--- src/rtl/pipeline_hazard_ctrl.sv ---
// Hazard controller for the F/D/E front end: owns the per-stage kill bits,
// drives stalls, and keeps debug counters plus a sticky memory-timeout flag.
module pipeline_hazard_ctrl #(
    parameter int MEM_TIMEOUT = 255,
    parameter int CNT_W       = 16
) (
    input  logic             clk,
    input  logic             rst,
    input  logic             predict_fail,
    input  logic             jalr_D,
    input  logic             load_use,
    input  logic             dmem_busy,
    output logic             killF,
    output logic             killD,
    output logic             killE,
    output logic             stallF,
    output logic             stallD,
    output logic             stallE,
    output logic [CNT_W-1:0] mispredict_cnt,
    output logic [CNT_W-1:0] stall_cnt,
    output logic             mem_timeout
);

    typedef enum logic {RUN, MEM_WAIT} state_t;

    localparam logic [7:0] TIMEOUT_LIM = 8'(MEM_TIMEOUT);

    state_t           state_q, state_d;
    logic [7:0]       wait_q, wait_d;
    logic             timeout_q, timeout_d;
    logic             kill_f_q, kill_f_d;
    logic             kill_d_q, kill_d_d;
    logic             kill_e_q, kill_e_d;
    logic [CNT_W-1:0] mis_cnt_q, mis_cnt_d;
    logic [CNT_W-1:0] stl_cnt_q, stl_cnt_d;

    logic pf_q, jr_q, lu_q;
    logic stall_front, flush_accept;

    // Requests from stages already holding a squashed instruction are ignored.
    assign pf_q = predict_fail & ~kill_e_q;
    assign jr_q = jalr_D & ~kill_d_q;
    assign lu_q = load_use & ~kill_d_q & ~kill_e_q;

    assign stall_front  = dmem_busy | (lu_q & ~pf_q & ~jr_q);
    assign flush_accept = ~dmem_busy & (pf_q | jr_q);

    assign stallF = stall_front;
    assign stallD = stall_front;
    assign stallE = dmem_busy;

    always_comb begin
        kill_f_d = kill_f_q;
        kill_d_d = kill_d_q;
        kill_e_d = kill_e_q;
        if (dmem_busy) begin
            kill_f_d = kill_f_q;
        end else if (pf_q) begin
            kill_f_d = 1'b0;
            kill_d_d = 1'b1;
            kill_e_d = 1'b1;
        end else if (jr_q) begin
            kill_f_d = 1'b0;
            kill_d_d = 1'b1;
            kill_e_d = kill_d_q;
        end else if (lu_q) begin
            kill_e_d = 1'b1;
        end else begin
            kill_e_d = kill_d_q;
            kill_d_d = kill_f_q;
            kill_f_d = 1'b0;
        end
    end

    // The wait counter holds the number of consecutive busy cycles, entry cycle included.
    always_comb begin
        state_d = state_q;
        wait_d  = wait_q;
        unique case (state_q)
            RUN: begin
                if (dmem_busy) begin
                    state_d = MEM_WAIT;
                    wait_d  = 8'd1;
                end
            end
            MEM_WAIT: begin
                if (dmem_busy) begin
                    wait_d = (wait_q == 8'hFF) ? wait_q : wait_q + 8'd1;
                end else begin
                    state_d = RUN;
                end
            end
            default: state_d = RUN;
        endcase
        timeout_d = timeout_q | (dmem_busy & (wait_d >= TIMEOUT_LIM));
    end

    always_comb begin
        mis_cnt_d = mis_cnt_q;
        stl_cnt_d = stl_cnt_q;
        if (flush_accept && mis_cnt_q != '1) begin
            mis_cnt_d = mis_cnt_q + 1'b1;
        end
        if (stall_front && stl_cnt_q != '1) begin
            stl_cnt_d = stl_cnt_q + 1'b1;
        end
    end

    always_ff @(posedge clk) begin
        if (rst) begin
            state_q   <= RUN;
            wait_q    <= 8'd0;
            timeout_q <= 1'b0;
            kill_f_q  <= 1'b0;
            kill_d_q  <= 1'b1;
            kill_e_q  <= 1'b1;
            mis_cnt_q <= '0;
            stl_cnt_q <= '0;
        end else begin
            state_q   <= state_d;
            wait_q    <= wait_d;
            timeout_q <= timeout_d;
            kill_f_q  <= kill_f_d;
            kill_d_q  <= kill_d_d;
            kill_e_q  <= kill_e_d;
            mis_cnt_q <= mis_cnt_d;
            stl_cnt_q <= stl_cnt_d;
        end
    end

    assign killF          = kill_f_q;
    assign killD          = kill_d_q;
    assign killE          = kill_e_q;
    assign mispredict_cnt = mis_cnt_q;
    assign stall_cnt      = stl_cnt_q;
    assign mem_timeout    = timeout_q;

endmodule
--- config.mk ---
export PLATFORM = sky130hd
export DESIGN_NAME = pipeline_hazard_ctrl
export DESIGN_NICKNAME = d
export VERILOG_FILES = /design/src/rtl/pipeline_hazard_ctrl.sv
export SDC_FILE = /design/constraint.sdc
export NUM_CORES = 1
export LEC_CHECK = 0
export CAP_MARGIN = 5
export CELL_PAD_IN_SITES_DETAIL_PLACEMENT = 1
export CELL_PAD_IN_SITES_GLOBAL_PLACEMENT = 2
export CORE_ASPECT_RATIO = 1.1
export CORE_MARGIN = 2
export CORE_UTILIZATION = 33
export CTS_CLUSTER_DIAMETER = 40
export DETAILED_ROUTE_END_ITERATION = 6
export GPL_ROUTABILITY_DRIVEN = 0
export PLACE_DENSITY = 0.9
export SLEW_MARGIN = 20
export SYNTH_ARGS = -nofsm -noshare
export SYNTH_HDL_FRONTEND = slang
export SYNTH_SLANG_ARGS = --single-unit
export TNS_END_PERCENT = 1
--- constraint.sdc ---
create_clock -name clk -period 4.2 [get_ports clk]
set_input_delay 0.84 -clock clk [delete_from_list [all_inputs] [get_ports clk]]
set_output_delay 0.84 -clock clk [all_outputs]
set_load 0.01 [all_outputs]
==> Word level (Yosys, flattened, before mapping) <==
Cells that the tools add are included.
{ "classes": {"addsub": 3, "n_lt_le_gt_ge": 1, "eq_ne": 4, "n_mux": 14, "bitwise": 17, "n_reduce_logical": 3} }
{ "ops": {"columns": ["cell", "n"], "rows": [
  ["adder 16 x 1 -> 16 bit (second input constant)", 2],
  ["!= test 16 bit (second input constant)", 2],
  ["two-way mux 8 bit", 3],
  ["one-hot mux 8 bit (2 select lines)", 1],
  ["two-way mux 1 bit", 10],
  ["adder 8 x 1 -> 8 bit (second input constant)", 1],
  ["AND 1 bit", 8],
  ["== test 8 bit (second input constant)", 1],
  [">= comparator 8 bit (second input constant)", 1],
  ["NOT 1 bit", 6],
  ["!= test 3 bit (second input constant)", 1],
  ["OR 1 bit", 3],
  ["logical AND 1 bit", 2],
  ["AND reduction 2 bit", 1]
]} }
{ "word_totals": {"reg_bits": 45, "in_bits": 6, "output_inout_bits": 39, "wordCells": 50} }

==> Depth between registers and ports, before layout <==
{ "depth": {"depth_word": 7, "depth_mapped": 7, "ltp_nobuf": 6} }

==> Worst setup path before layout <==
No wires, ideal clock.
{ "synth_timing": {"kind": "input port to output port", "start": "input port dmem_busy", "end": "output port stallF", "arrival_ns": 1.706, "required_ns": 3.360, "slack_ns": 1.654, "cell_stages": 5, "n_path_buf": 3, "path_cell_list": "buf_4 > a21oi_1 > clkbuf_1 > inv_1 > buf_4"} }
{ "synth_between": {"elab_chain_len": 1} }
{ "synth_lines": {"columns": ["item", "line", "text"], "rows": [
  ["from (decl)", "12", "input logic dmem_busy,"],
  ["OR 1 bit", "45", "assign stall_front = dmem_busy | (lu_q & ~pf_q & ~jr_q);"],
  ["to (decl)", "16", "output logic stallF,"]
]} }
No other way between the ends.

==> Worst setup path in the final report <==
{ "layout_timing": {"start": "input port dmem_busy", "end": "output port stallD"} }
{ "layout_between": {"elab_chain_len": 1} }
{ "layout_lines": {"columns": ["item", "line", "text"], "rows": [
  ["OR 1 bit", "45", null],
  ["to (decl)", "17", "output logic stallD,"]
]} }
No other way between the ends.

==> summary.txt <==
Clock network
  • Clk slew on worst S/H paths: 80 ps
  • CTS buffer count: 5
  • Post-CTS setup buffers: 0
  • Clock sinks: 44
  • TritonCTS clock tree: built
  • Root Buffer Master: clkbuf_8
  • Post_cts resized: 0
  • Clock Latency Late Sink: 300 ps
  • H-tree levels: 2
  • Clk buf depth: 2
  • Post-CTS Hold Buffers: 0

Timing
  • Period utilisation layout: 0.779
  • Worst slew pin tran: 561 ps
  • Min Hold Slack: 489 ps
  • Fmax achieved: 306 MHz
  • Setup TNS: 0 ps
  • Relative slew slack: 0.625
  • Pins Over Slew Limit: 0
  • Worst setup margin: 929 ps
  • RSZ-0062 raised after global routing: false
  • Finish-stage setup viols: 0
  • Minimum clock period: 3270 ps
  • Final hold vios: 0
  • Setup Skew: 4.41 ps

Layout
  • Layout cells sized above 1: 0.0583
  • Synthesis-to-layout area growth: 24.8%
  • Fin nets: 317
  • Design area: 2850 sq um
  • Final design utilization: 0.430
  • Final non-filler cell total: 391
  • Number of diodes: 0

Power and ir drop
  • Pwr/cell area: 267 nW/um^2
  • Pwr Total: 0.761 mW
  • Leakage power: 0.920 nW
  • Worst vdd ir: 131 uV

Yosys
  • Instance count of the mapped netlist: 268
  • Main synth FF type: dfxtp_1
  • Ys async rst share: 0
  • Top-count cell post-synth: dfxtp_1
  • Synth area leaders: dfxtp_1 (39%), xnor2_1 (6.5%), nor2_1 (5.9%)
  • Seq/Total Area, Yosys: 0.385
  • Mean post-synth cell area: 8.53 sq um
  • Number of synthesized flops with an enable pin: 0
  • Share of the synthesized area in the top cell type: 0.385
  • Net Count, Synth: 277
  • Syn. warnings: 0
  • Register bit total from synthesis: 44
  • Synth cell count leaders: dfxtp_1 (44), nor2_1 (36), xnor2_1 (17)
  • Post-synth top area cell: dfxtp_1
  • Post-Syn Area: 2290 sq um
  • Synth unique cells: 52

Setup path
  • CP delay by family, top: buffers and inverters
  • Slowest CP cell: clkdlybuf4s50_1
  • Crit path DAT: 2430 ps
  • Crit-path max FO: 11
  • Worst Path Buf+Inv: 4
  • Worst Path Required: 3360 ps
  • Worst-path cell chain: clkdlybuf4s50_1, a21oi_1, buf_4, inv_1, clkdlybuf4s50_1
  • Critical path type: in2out
  • Most frequent CP cell: clkdlybuf4s50_1
  • CP peak stage delay: 700 ps
  • Crit end category: output pin
  • Startpoint types: primary input

Drt
  • DR top layer: met4
  • First-pass detailed-route iteration total: 4
  • Vias post-DR: 2140
  • Wire per inst: 14.4 um
  • Met2 wire len: 2680 um
  • Post-detailed-route count of antenna-violating nets: 0
  • Routed met3 length: 204 um
  • M1 wire length: 2650 um
  • DRT Wirelength: 5630 um
  • Vias per std cell: 5.47
  • Drc violations: 0
  • Initial DRC Count: 107

Floorplanning
  • Ports: 45
  • Core outline area: 6630 sq um
  • Die ar.: 7610 sq um
  • Die width: 83.4 um
  • Die H: 91.3 um
  • # rows: 31
  • Initial core utilization: 0.345

Worst hold path
  • Min-delay worst type: reg2reg

Placement
  • Port Buf Inserts: 43
  • Detail Placement HPWL: 4060 um
  • Worst slack at placement: 938 ps
  • DP Cell Count: 383
  • Area after DPL: 2760 sq um

GRT
  • Vias in the first global route: 2133
  • Initial antenna violation count: 0
  • Remaining Overflow, GRT: 0
  • Largest net degree at the start of global routing: 46
  • Overall Global Routing Usage: 0.158
  • Global-route wire length before repair: 9980 um

Flow run
  • Max Cap Viol: 0

Outcome
  • Status: completed
per-layer routing:
layer	global-route usage	up-vias
met3	0.0327	10
met2	0.267	45
met4	0.0560	0
li1	-	1049
met5	0	-
met1	0.199	1036
layout by cell type (no fill, tap or decap), types with 5 or more instances in the layout:
cell,n
inv_1,8
clkbuf_8,6
nor4_1,7
or3_1,6
a211oi_1,6
xnor2_1,17
o21ai_0,9
and4_1,5
and3_1,5
clkdlybuf4s50_1,43
nor2_1,36
a21oi_1,10
xor2_1,6
dfxtp_1,44
nor3_1,10
nand2_1,15
nand3_1,15
registers in the layout, indices dropped and copies added, names as in the netlist:
signal and flops:
killE 1, killD 1, stall_cnt 16, mem_timeout 1, mispredict_cnt 16, wait_q 8
state_q 1
kinds of logic (layout without fill, tap and decap cells):
group,Yosys count,in the layout,share of synthesized area
compound gates,52,52,0.164
xor+xnor,23,23,0.0881
fa+ha+maj,3,3,0.0164
buf+inv,21,62,0.0460
flops,44,44,0.385
mux,3,3,0.0137
other cells,1,1,0.00164
simple gates,121,121,0.285
worst reg2reg max path: stages, from the launching register on:
cell and delay, ps:
dfxtp_1 450, ha_1 320, nand3_1 130, or2_1 230, a2111oi_0 460, o2111ai_1 200
o41ai_2 210
power by group:
| group | leakage (nW) | internal (mW) | total (mW) | switching, mW |
|---|---|---|---|---|
| clock network | 0.0455 | 0.134 | 0.279 | 0.144 |
| registers | 0.356 | 0.422 | 0.431 | 0.00855 |
| logic | 0.519 | 0.0242 | 0.0513 | 0.0272 |
path summary, 6_finish.rpt:
path	start	end	slack (ps)	cells after the start
setup / recovery	dmem_busy	stallD	930	5
hold / removal	mem_timeout	mem_timeout	490	2
setup reg to reg	wait_q[0]	mem_timeout	2100	6
hold reg to reg	mem_timeout	mem_timeout	490	2
area by class of cell:
type,count,area [sq um]
fill,799,3780
clock buffer,8,90.1
multi-input combinational,203,1300
tap,82,103
inverter,9,33.8
timing repair buffer,45,445
sequential,44,881
(Power assumes the default switching activity.)
